`src/rtl/instr_encode_writer.sv`:
```
// Packs RV32I instruction fields into 32-bit words and streams them into
// instruction memory through a write/ack handshake.
module instr_encode_writer #(
  parameter int unsigned ADDR_W    = 10,
  parameter int unsigned BASE_ADDR = 0,
  parameter int unsigned DEPTH     = 256
) (
  input  logic                         clk,
  input  logic                         reset,
  input  logic                         start,
  input  logic                         in_valid,
  output logic                         in_ready,
  input  logic [2:0]                   fmt,
  input  logic [6:0]                   opcode,
  input  logic [2:0]                   funct3,
  input  logic [6:0]                   funct7,
  input  logic [4:0]                   rd,
  input  logic [4:0]                   rs1,
  input  logic [4:0]                   rs2,
  input  logic [19:0]                  imm,
  output logic                         mem_wr_en,
  output logic [ADDR_W-1:0]            mem_addr,
  output logic [31:0]                  mem_wdata,
  input  logic                         mem_wr_ack,
  output logic [$clog2(DEPTH+1)-1:0]   count,
  output logic                         done,
  output logic                         fmt_err
);

  localparam int unsigned CW = $clog2(DEPTH+1);

  typedef enum logic [1:0] {S_IDLE, S_READY, S_WRITE, S_DONE} state_t;

  state_t          state, state_nxt;
  logic [31:0]     packed_word;
  logic            fmt_legal;
  logic [CW-1:0]   count_inc;
  logic            last_word;

  // Immediate bit ordering follows the field decoder so decode/encode round-trips.
  always_comb begin
    packed_word = '0;
    fmt_legal   = 1'b1;
    case (fmt)
      3'd0: packed_word = {funct7, rs2, rs1, funct3, rd, opcode};
      3'd1: packed_word = {imm[11:0], rs1, funct3, rd, opcode};
      3'd2: packed_word = {imm[11:5], rs2, rs1, funct3, imm[4:0], opcode};
      3'd3: packed_word = {imm[11], imm[9:4], rs2, rs1, funct3, imm[3:0], imm[10], opcode};
      3'd4: packed_word = {imm[19:0], rd, opcode};
      3'd5: packed_word = {imm[19], imm[9:0], imm[10], imm[18:11], rd, opcode};
      default: fmt_legal = 1'b0;
    endcase
  end

  assign count_inc = count + 1'b1;
  assign last_word = (count_inc == CW'(DEPTH));

  always_ff @(posedge clk) begin
    if (reset) state <= S_IDLE;
    else       state <= state_nxt;
  end

  always_comb begin
    state_nxt = state;
    case (state)
      S_IDLE:  if (start) state_nxt = S_READY;
      S_READY: begin
        if (start)                     state_nxt = S_READY;
        else if (in_valid && fmt_legal) state_nxt = S_WRITE;
      end
      S_WRITE: if (mem_wr_ack) state_nxt = last_word ? S_DONE : S_READY;
      S_DONE:  if (start) state_nxt = S_READY;
      default: state_nxt = S_IDLE;
    endcase
  end

  assign in_ready  = (state == S_READY);
  assign mem_wr_en = (state == S_WRITE);
  assign done      = (state == S_DONE);

  // start re-arms in every state except WRITE, where the pending write finishes first.
  always_ff @(posedge clk) begin
    if (reset) begin
      mem_addr  <= ADDR_W'(BASE_ADDR);
      mem_wdata <= '0;
      count     <= '0;
      fmt_err   <= 1'b0;
    end else if (start && state != S_WRITE) begin
      mem_addr <= ADDR_W'(BASE_ADDR);
      count    <= '0;
      fmt_err  <= 1'b0;
    end else if (state == S_READY && in_valid) begin
      if (fmt_legal) mem_wdata <= packed_word;
      else           fmt_err   <= 1'b1;
    end else if (state == S_WRITE && mem_wr_ack) begin
      mem_addr <= mem_addr + ADDR_W'(4);
      count    <= count_inc;
    end
  end

endmodule

```
`config.mk`:
```
export PLATFORM = sky130hd
export DESIGN_NAME = instr_encode_writer
export DESIGN_NICKNAME = d
export VERILOG_FILES = /design/src/rtl/instr_encode_writer.sv
export SDC_FILE = /design/constraint.sdc
export NUM_CORES = 1
export LEC_CHECK = 0
export CAP_MARGIN = 20
export CELL_PAD_IN_SITES_DETAIL_PLACEMENT = 1
export CELL_PAD_IN_SITES_GLOBAL_PLACEMENT = 2
export CORE_UTILIZATION = 37
export DETAILED_ROUTE_END_ITERATION = 12
export DONT_BUFFER_PORTS = 1
export MAX_ROUTING_LAYER = met4
export PLACE_DENSITY = 0.87
export SLEW_MARGIN = 20
export SYNTH_ARGS = -nofsm -noshare
export SYNTH_HDL_FRONTEND = slang
export SYNTH_SLANG_ARGS = --single-unit
```
`constraint.sdc`:
```
create_clock -name clk -period 2.93 [get_ports clk]
set_input_delay 0.1465 -clock clk [delete_from_list [all_inputs] [get_ports clk]]
set_output_delay 0.1465 -clock clk [all_outputs]
set_load 0.02 [all_outputs]
```
==> impl_metrics.env, run 1 <==
export IMPL_fin_nets=432
export IMPL_drive_gt1_frac=0.0466
export IMPL_first_iter_violations=112
export IMPL_grt_pass1_wl_mm=13.5
export IMPL_p_switching_mw=0.368
export IMPL_ys_seq_area_frac=0.350
export IMPL_worstSetupStartpointType="flip-flop"
export IMPL_placedCellCount=453
export IMPL_timing_hold_ws_ps=27.9
export IMPL_power_density_nw_per_um2=449
export IMPL_ys_ff_latch=52
export IMPL_fill_cells=962
export IMPL_dieWidth_um=91.6
export IMPL_synth_top_area_share=0.350
export IMPL_worst_pin_slew_ps=681
export IMPL_power_frac_comb=0.121
export IMPL_dp_hpwl_mm=6.07
export IMPL_min_period_ps=2180
export IMPL_track_usage=0.208
export IMPL_crit_chain="inv_1 > ha_1 > and2_1 > and3_1 > buf_4 > nor2_1 > a211oi_1"
export IMPL_critPathRequiredTime_ps=3150
export IMPL_p_int_mw=1.05
export IMPL_crit_fanout=34
export IMPL_clock_latency_ps=300
export IMPL_worstSetupPathType="flip-flop to flip-flop"
export IMPL_ir_drop_mv=0.184
export IMPL_status="finished, final reports clean"
export IMPL_rows=32
export IMPL_switching_share=0.260
export IMPL_grt_pass1_vias=2680
export IMPL_setup_ws_ps=745
export IMPL_firstDrtPassIters=4
export IMPL_yosysUniqueCellTypes=48
export IMPL_yosys_area_top_type="dfxtp_1"
export IMPL_critical_path_top_delay_family="simple AND/OR/NAND/NOR gates"
export IMPL_p_clk_frac=0.340
export IMPL_max_freq_mhz=458
export IMPL_finalMaxSlewViolations=0
export IMPL_pin_count=115
export IMPL_syn_to_final_growth_pct=6.23
export IMPL_die_area_um2=8390
export IMPL_multi_input_area_um2=1730
export IMPL_hp_class="primary input to flip-flop"
export IMPL_start_util=0.384
export IMPL_cp_end_kind="flip-flop"
export IMPL_worst_path_buf_inv=2
export IMPL_hold_viol_final=0
export IMPL_synth_most_common_cell="dfxtp_1"
export IMPL_worstPathArrival_ps=2410
export IMPL_synth_area_top_cells="dfxtp_1, mux2i_1, nor2_1"
export IMPL_max_cap_violations=0
export IMPL_seq_area_um2=1040
export IMPL_overflow=0
export IMPL_r2r_start="state[1]"
export IMPL_root_buffer="clkbuf_8"
export IMPL_cts_buffer_depth=2
export IMPL_synth_warning_count=0
export IMPL_fp_dieH_um=91.6
export IMPL_gp_congestion=0.764
export IMPL_seq_power_share=0.540
export IMPL_ant_nets=0
export IMPL_finalClockSkew_ps=4.91
export IMPL_port_buffers=0
export IMPL_drt_total_wl_mm=8.39
export IMPL_dp_slack_ps=753
export IMPL_drc_errors=0
export IMPL_p_leak_nw=1.10
export IMPL_clk_pin_slew_ps=90
export IMPL_crit_path_start="state[1]"
export IMPL_cp_slowest_cell="and2_1"
export IMPL_netlist_instances=378
export IMPL_grt_max_degree=47
export IMPL_synth_edf_count=0
export IMPL_syn_avg_cell_area_um2=7.86
export IMPL_numCtsBuffers=5
export IMPL_async_flop_share=0
export IMPL_cts_tree="done"
export IMPL_synth_top_cells_by_count="dfxtp_1, nor2_1, nand2_1, a21oi_1, mux2i_1"
export IMPL_synth_flop_cell="dfxtp_1"
export IMPL_core_um2=7730
export IMPL_mappedNetlistArea_um2=2970
export IMPL_min_from="fmt[1]"
export IMPL_fin_tns_setup_ps=0
export IMPL_num_vias=2610
export IMPL_via_per_inst=5.59
export IMPL_antenna_found_initial=0
export IMPL_final_instance_count_excl_fill=467
export IMPL_slowest_delay_ps=470
export IMPL_h_tree_depth=2
export IMPL_wl_per_cell_um=18.0
export IMPL_clock_sinks=52
export IMPL_num_antenna_cells=0
export IMPL_slew_headroom=0.546
export IMPL_setup_violations=0
export IMPL_rsz0062_at_grt="no"
export IMPL_finalCritPeriodShare=0.746
[per-stage QoR]
stage,power [mW],util,instance area [um^2]
floorplan,0.934,-,2970
global placement,0.931,0.384,2970
detailed placement,0.936,0.384,2970
CTS,1.44,0.408,3160
global route,1.49,0.408,3160
finish,1.42,0.408,3160
[logic make-up after synthesis]
kind of cell,Yosys count,share of synthesized area
flops,52,0.350
buf+inv,44,0.0682
simple gates,156,0.251
xor+xnor,15,0.0442
mux,25,0.0885
other cells,1,0.00126
fa+ha+maj,6,0.0253
compound gates,79,0.171
[layout by cell type, fill, tap and decap left out, types with 8 or more instances in the layout]
master,n
a21oi_1,31
nand2b_1,13
nor3_1,23
mux2i_1,24
inv_1,13
dfxtp_1,52
o22ai_1,9
nand3_1,11
a211oi_1,9
nor2_1,48
nand2_1,37
o21ai_0,8
xnor2_1,10
[worst paths after layout]
kind,end,slack (ps),cells after the start
max,mem_wdata[31],750,7
min,fmt_err,30,2
max reg2reg,mem_wdata[31],750,7
min reg2reg,mem_wdata[1],560,2
[power groups by stage]
stage          logic (mW)  registers [mW]  clock network (mW)
2_1_floorplan       0.159           0.775                   0
3_3_place_gp        0.150           0.781                   0
3_5_place_dp        0.154           0.781                   0
4_1_cts             0.173           0.765               0.499
5_1_grt             0.193           0.767               0.529
6_report            0.171           0.764               0.481
[timing repair]
action	CTS	global route
gates resized for setup	0	0
buffers inserted	0	0
hold buffers	8	0
hold endpoints to repair	33	0
[state kept, by name (all words and copies together) (netlist names)]
| register | count |
|---|---|
| count | 9 |
| fmt_err | 1 |
| mem_wdata | 32 |
| mem_addr | 8 |
| state | 2 |
[per-layer routing]
metal,GRT usage,wire [um]
met1,0.257,3900
met2,0.331,3790
met3,0.0653,603
met4,0.0503,93
met5,-,0
[area by class of cell]
type                    instances  area share
multi-input cells             283       0.548
flip-flops and latches         52       0.330
well taps                     102      0.0404
repair buffers                 10      0.0333
clock buffers                   5      0.0218
inverters                      14      0.0167
clock inverters                 1     0.00952
No activity file was read; power rests on OpenSTA's default activity.
==> run 2: changes to the inputs <==
CORE_UTILIZATION = 34   (was 37)
PLACE_DENSITY = 0.81   (was 0.87)
clock period = 2.3 ns   (was 2.93 ns; I/O delays follow)
==> impl_metrics.env, run 2 (synthesis results as in run 1) <==
export IMPL_power_density_nw_per_um2=547
export IMPL_numCtsBuffers=5
export IMPL_clock_latency_ps=310
export IMPL_grt_pass1_wl_mm=13.6
export IMPL_top_register="mem_wdata"
export IMPL_critPathRequiredTime_ps=2550
export IMPL_fin_nets=439
export IMPL_fin_util=0.387
export IMPL_worstSetupPathType="flip-flop to flip-flop"
export IMPL_slew_headroom=0.649
export IMPL_max_freq_mhz=506
export IMPL_clock_sinks=52
export IMPL_worst_path_buf_inv=1
export IMPL_root_buffer="clkbuf_8"
export IMPL_ant_nets=0
export IMPL_largest_reg_flops=32
export IMPL_cp_slowest_cell="or4_1"
export IMPL_syn_to_final_growth_pct=8.55
export IMPL_num_vias=2721
export IMPL_wl_per_cell_um=18.4
export IMPL_cts_hold_buf=10
export IMPL_crit_chain="inv_1 > ha_1 > and2_1 > nand2_1 > or4_1 > a21oi_1"
export IMPL_postPlaceCellArea_um2=3020
export IMPL_track_usage=0.198
export IMPL_firstDrtPassIters=4
export IMPL_start_util=0.356
export IMPL_most_common_layout_cells="dfxtp_1, nor2_1, nand2_1"
export IMPL_slowest_delay_ps=540
export IMPL_rows=33
export IMPL_dp_hpwl_mm=6.23
export IMPL_finalMaxSlewViolations=0
export IMPL_ir_drop_mv=0.346
export IMPL_finalClockSkew_ps=11.4
export IMPL_h_tree_depth=2
export IMPL_cts_resized=0
export IMPL_finalCritPeriodShare=0.860
export IMPL_num_antenna_cells=0
export IMPL_status="finished, final reports clean"
export IMPL_cp_end_kind="flip-flop"
export IMPL_cts_buffer_depth=2
export IMPL_critical_path_top_delay_family="simple AND/OR/NAND/NOR gates"
export IMPL_cts_setup_buffers=0
export IMPL_first_iter_violations=42
export IMPL_max_cap_violations=0
export IMPL_worstPathArrival_ps=2220
export IMPL_pin_count=115
export IMPL_drt_total_wl_mm=8.83
export IMPL_min_period_ps=1980
export IMPL_grt_max_degree=47
export IMPL_die_area_um2=9110
export IMPL_rsz0062_at_grt="no"
export IMPL_final_common_cell="dfxtp_1"
export IMPL_hp_class="primary input to flip-flop"
export IMPL_crit_fanout=6
export IMPL_hold_viol_final=0
export IMPL_final_cell_area_um2=3220
export IMPL_worstSetupStartpointType="flip-flop"
export IMPL_clk_pin_slew_ps=100
export IMPL_overflow=0
export IMPL_worst_pin_slew_ps=523
export IMPL_core_um2=8340
export IMPL_drive_gt1_frac=0.0615
export IMPL_dieWidth_um=95.5
export IMPL_port_buffers=0
export IMPL_setup_violations=0
export IMPL_antenna_found_initial=0
export IMPL_top_regs="mem_wdata (32), count (9), mem_addr (8)"
export IMPL_grt_pass1_vias=2713
export IMPL_fin_tns_setup_ps=0
export IMPL_fp_dieH_um=95.5
export IMPL_p_leak_nw=1.13
export IMPL_drc_errors=0
export IMPL_gp_congestion=0.770
export IMPL_fill_cells=1039
export IMPL_via_per_inst=5.68
export IMPL_cts_tree="done"
-- run 2: changes by cell type in the layout (fill, tap and decap cells not counted), sizes merged --
cell / previous run / this run
buf: 3 / 8
bufinv: 1 / 0
clkbuf: 5 / 7
clkinvlp: 0 / 1
dlygate4sd3: 7 / 9
-- run 2: per-stage QoR --
stage / setup WS [ps] / hold slack, ps / total power, mW / instances
2_1_floorplan: 593 / 251 / 1.19 / 379
3_3_place_gp: 407 / 188 / 1.19 / 461
3_5_place_dp: 322 / 190 / 1.20 / 461
4_1_cts: 308 / 8.30 / 1.79 / 479
5_1_grt: 176 / 26.5 / 1.85 / 479
6_report: 323 / 10.1 / 1.76 / 479
-- run 2: area by class of cell --
class                      instances  area [um^2]  area share
sequential                        52         1040       0.323
tap                              105          131      0.0407
timing repair buffer              17          175      0.0543
clock buffer                       7         86.3      0.0268
multi-input combinational        283         1730       0.537
clock inverter                     1         7.51     0.00233
inverter                          14         52.6      0.0163
-- run 2: worst reg2reg max path: stages, from the launching register on --
cell and delay, ps:
dfxtp_1 350, inv_1 90, ha_1 380, and2_1 270, nand2_1 140, or4_1 540
a21oi_1 150
-- run 2: final timing paths --
kind	cells past startpoint	slack (ps)	from	end
worst max-delay path	6	320	state[0]	count[8]
worst min-delay path	2	10	rd[3]	mem_wdata[10]
worst min register to register	2	560	mem_wdata[0]	mem_wdata[0]
worst max register to register	6	320	state[0]	count[8]
-- run 2: routing by layer --
metal | share of wire | vias to the layer above | GRT usage
li1 | - | 1323 | -
met1 | 0.45 | 1314 | 0.241
met2 | 0.47 | 80 | 0.333
met3 | 0.066 | 4 | 0.0494
met4 | 0.0043 | 0 | 0.0373
met5 | 0 | - | -
-- run 2: power by group --
part           switching, mW  internal, mW
Combinational          0.127         0.104
Clock                  0.315         0.246
Sequential            0.0477         0.926
==> run 3: changes to the inputs <==
CORE_UTILIZATION = 36   (was 34)
CTS_BUF_LIST = sky130_fd_sc_hd__clkbuf_4   (was unset)
PLACE_DENSITY = 0.85   (was 0.81)
==> impl_metrics.env, run 3 (synthesis results as in run 1) <==
export IMPL_status="finished, final reports clean"
export IMPL_h_tree_depth=2
export IMPL_numCtsBuffers=5
export IMPL_ir_drop_mv=0.216
export IMPL_finalClockSkew_ps=6.68
export IMPL_worstPathArrival_ps=2200
export IMPL_num_vias=2820
export IMPL_cp_slowest_cell="dfxtp_1"
export IMPL_setup_violations=0
export IMPL_via_per_inst=5.63
export IMPL_fin_nets=464
export IMPL_min_period_ps=1930
export IMPL_final_instance_count_excl_fill=501
export IMPL_hold_viol_final=0
export IMPL_grt_pass1_wl_mm=14.8
export IMPL_p_leak_nw=1.22
export IMPL_grt_pass1_vias=2881
export IMPL_r2r_end="mem_wdata[10]"
export IMPL_crit_chain="inv_1 > ha_1 > and2_1 > nand3_1 > buf_4 > a211oi_1 > nor3_1"
export IMPL_worst_pin_slew_ps=501
export IMPL_max_freq_mhz=517
export IMPL_overflow=0
export IMPL_top_register="mem_wdata"
export IMPL_rows=32
export IMPL_worstSetupPathType="flip-flop to flip-flop"
export IMPL_slowest_delay_ps=380
export IMPL_num_antenna_cells=0
export IMPL_fp_dieH_um=92.8
export IMPL_crit_path_start="state[1]"
export IMPL_clock_sinks=52
export IMPL_firstDrtPassIters=4
export IMPL_drc_errors=0
export IMPL_most_common_layout_cells="dfxtp_1, nor2_1, nand2_1"
export IMPL_gp_congestion=0.810
export IMPL_pin_count=115
export IMPL_power_density_nw_per_um2=490
export IMPL_cts_setup_buffers=0
export IMPL_reg2reg_slack_ps=370
export IMPL_ff2ff_path_depth=7
export IMPL_cts_tree="done"
export IMPL_start_util=0.379
export IMPL_hp_class="primary input to flip-flop"
export IMPL_drive_gt1_frac=0.0702
export IMPL_syn_to_final_growth_pct=14.7
export IMPL_core_um2=7850
export IMPL_cts_resized=0
export IMPL_largest_reg_flops=32
export IMPL_worst_path_buf_inv=2
export IMPL_clk_pin_slew_ps=160
export IMPL_critical_path_top_delay_family="simple AND/OR/NAND/NOR gates"
export IMPL_crit_fanout=12
export IMPL_final_common_cell="dfxtp_1"
export IMPL_cts_buffer_depth=2
export IMPL_die_area_um2=8620
export IMPL_placedCellCount=463
export IMPL_fin_tns_setup_ps=0
export IMPL_grt_max_degree=47
export IMPL_root_buffer="clkbuf_4"
export IMPL_ant_nets=0
export IMPL_wl_per_cell_um=18.7
export IMPL_drt_total_wl_mm=9.35
export IMPL_first_iter_violations=104
export IMPL_crit_cells=7
export IMPL_r2r_start="state[1]"
export IMPL_port_buffers=0
export IMPL_top_regs="mem_wdata (32), count (9), mem_addr (8)"
export IMPL_rsz0062_at_grt="no"
export IMPL_clock_latency_ps=360
export IMPL_cp_end_kind="flip-flop"
export IMPL_worstSetupStartpointType="flip-flop"
export IMPL_antenna_found_initial=0
export IMPL_whs_path_depth=2
export IMPL_slew_headroom=0.665
export IMPL_critPathRequiredTime_ps=2560
export IMPL_dp_hpwl_mm=6.42
export IMPL_track_usage=0.224
export IMPL_finalMaxSlewViolations=0
export IMPL_max_cap_violations=0
export IMPL_crit_end="mem_wdata[10]"
export IMPL_finalCritPeriodShare=0.841
export IMPL_dieWidth_um=92.8
run 3: cell count changes in the layout (fill, tap and decap cells not counted):
cell           previous run  this run
buf_12                    2         1
clkbuf_1                  1         0
clkbuf_4                  0         6
buf_4                     6        12
dlygate4sd3_1             9        29
clkinv_1                  1         2
clkbuf_8                  6         0
run 3: metal layers:
metal | global-route usage | wire length, um
met5 | - | 0
met4 | 0.0500 | 100
met3 | 0.0583 | 604
met2 | 0.361 | 4380
met1 | 0.281 | 4260
run 3: through the flow:
step / utilization / total power, mW / hold slack, ps / instance area, um^2 / worst slack (ps)
final: 0.434 / 1.67 / 17.7 / 3410 / 366
after global routing: 0.434 / 1.78 / 3.68 / 3410 / 248
after CTS: 0.433 / 1.70 / 0.525 / 3400 / 340
after detailed placement: 0.388 / 1.20 / 190 / 3040 / 358
after global placement: 0.388 / 1.19 / 188 / 3040 / 488
after floorplan: - / 1.19 / 251 / 2970 / 593
run 3: worst reg2reg max path, cell delays in order (launching register included):
cell and delay [ps]:
dfxtp_1 380, inv_1 70, ha_1 150, and2_1 280, nand3_1 360, buf_4 310, a211oi_1 220, nor3_1 60
run 3: worst min path at each step:
stage | startpoint | end | slack [ps]
floorplan | opcode[0] | mem_wdata[0] | 250
global placement | reset | mem_wdata[0] | 190
detailed placement | reset | mem_wdata[3] | 190
CTS | fmt[2] | mem_wdata[29] | 0.5
global route | fmt[1] | mem_wdata[29] | 4
finish | rs2[1] | mem_wdata[21] | 20
run 3: repair_timing:
item                                    in CTS  in global routing
hold buffers                                29                  1
endpoints found under the setup margin       0                  0
endpoints found under the hold margin       35                  1
run 3: report_power, final:
part           switching [mW]  internal (mW)
Sequential             0.0474          0.927
Clock                   0.296          0.129
Combinational           0.142          0.128
Total                   0.485           1.18
run 3: cell type report:
class / count / area [um^2]
Multi-Input combinational cell: 283 / 1730
Timing Repair Buffer: 42 / 400
Fill cell: 971 / 4440
Inverter: 14 / 52.6
Sequential cell: 52 / 1040
Clock inverter: 2 / 11.3
Clock buffer: 6 / 45.0
Tap cell: 102 / 128
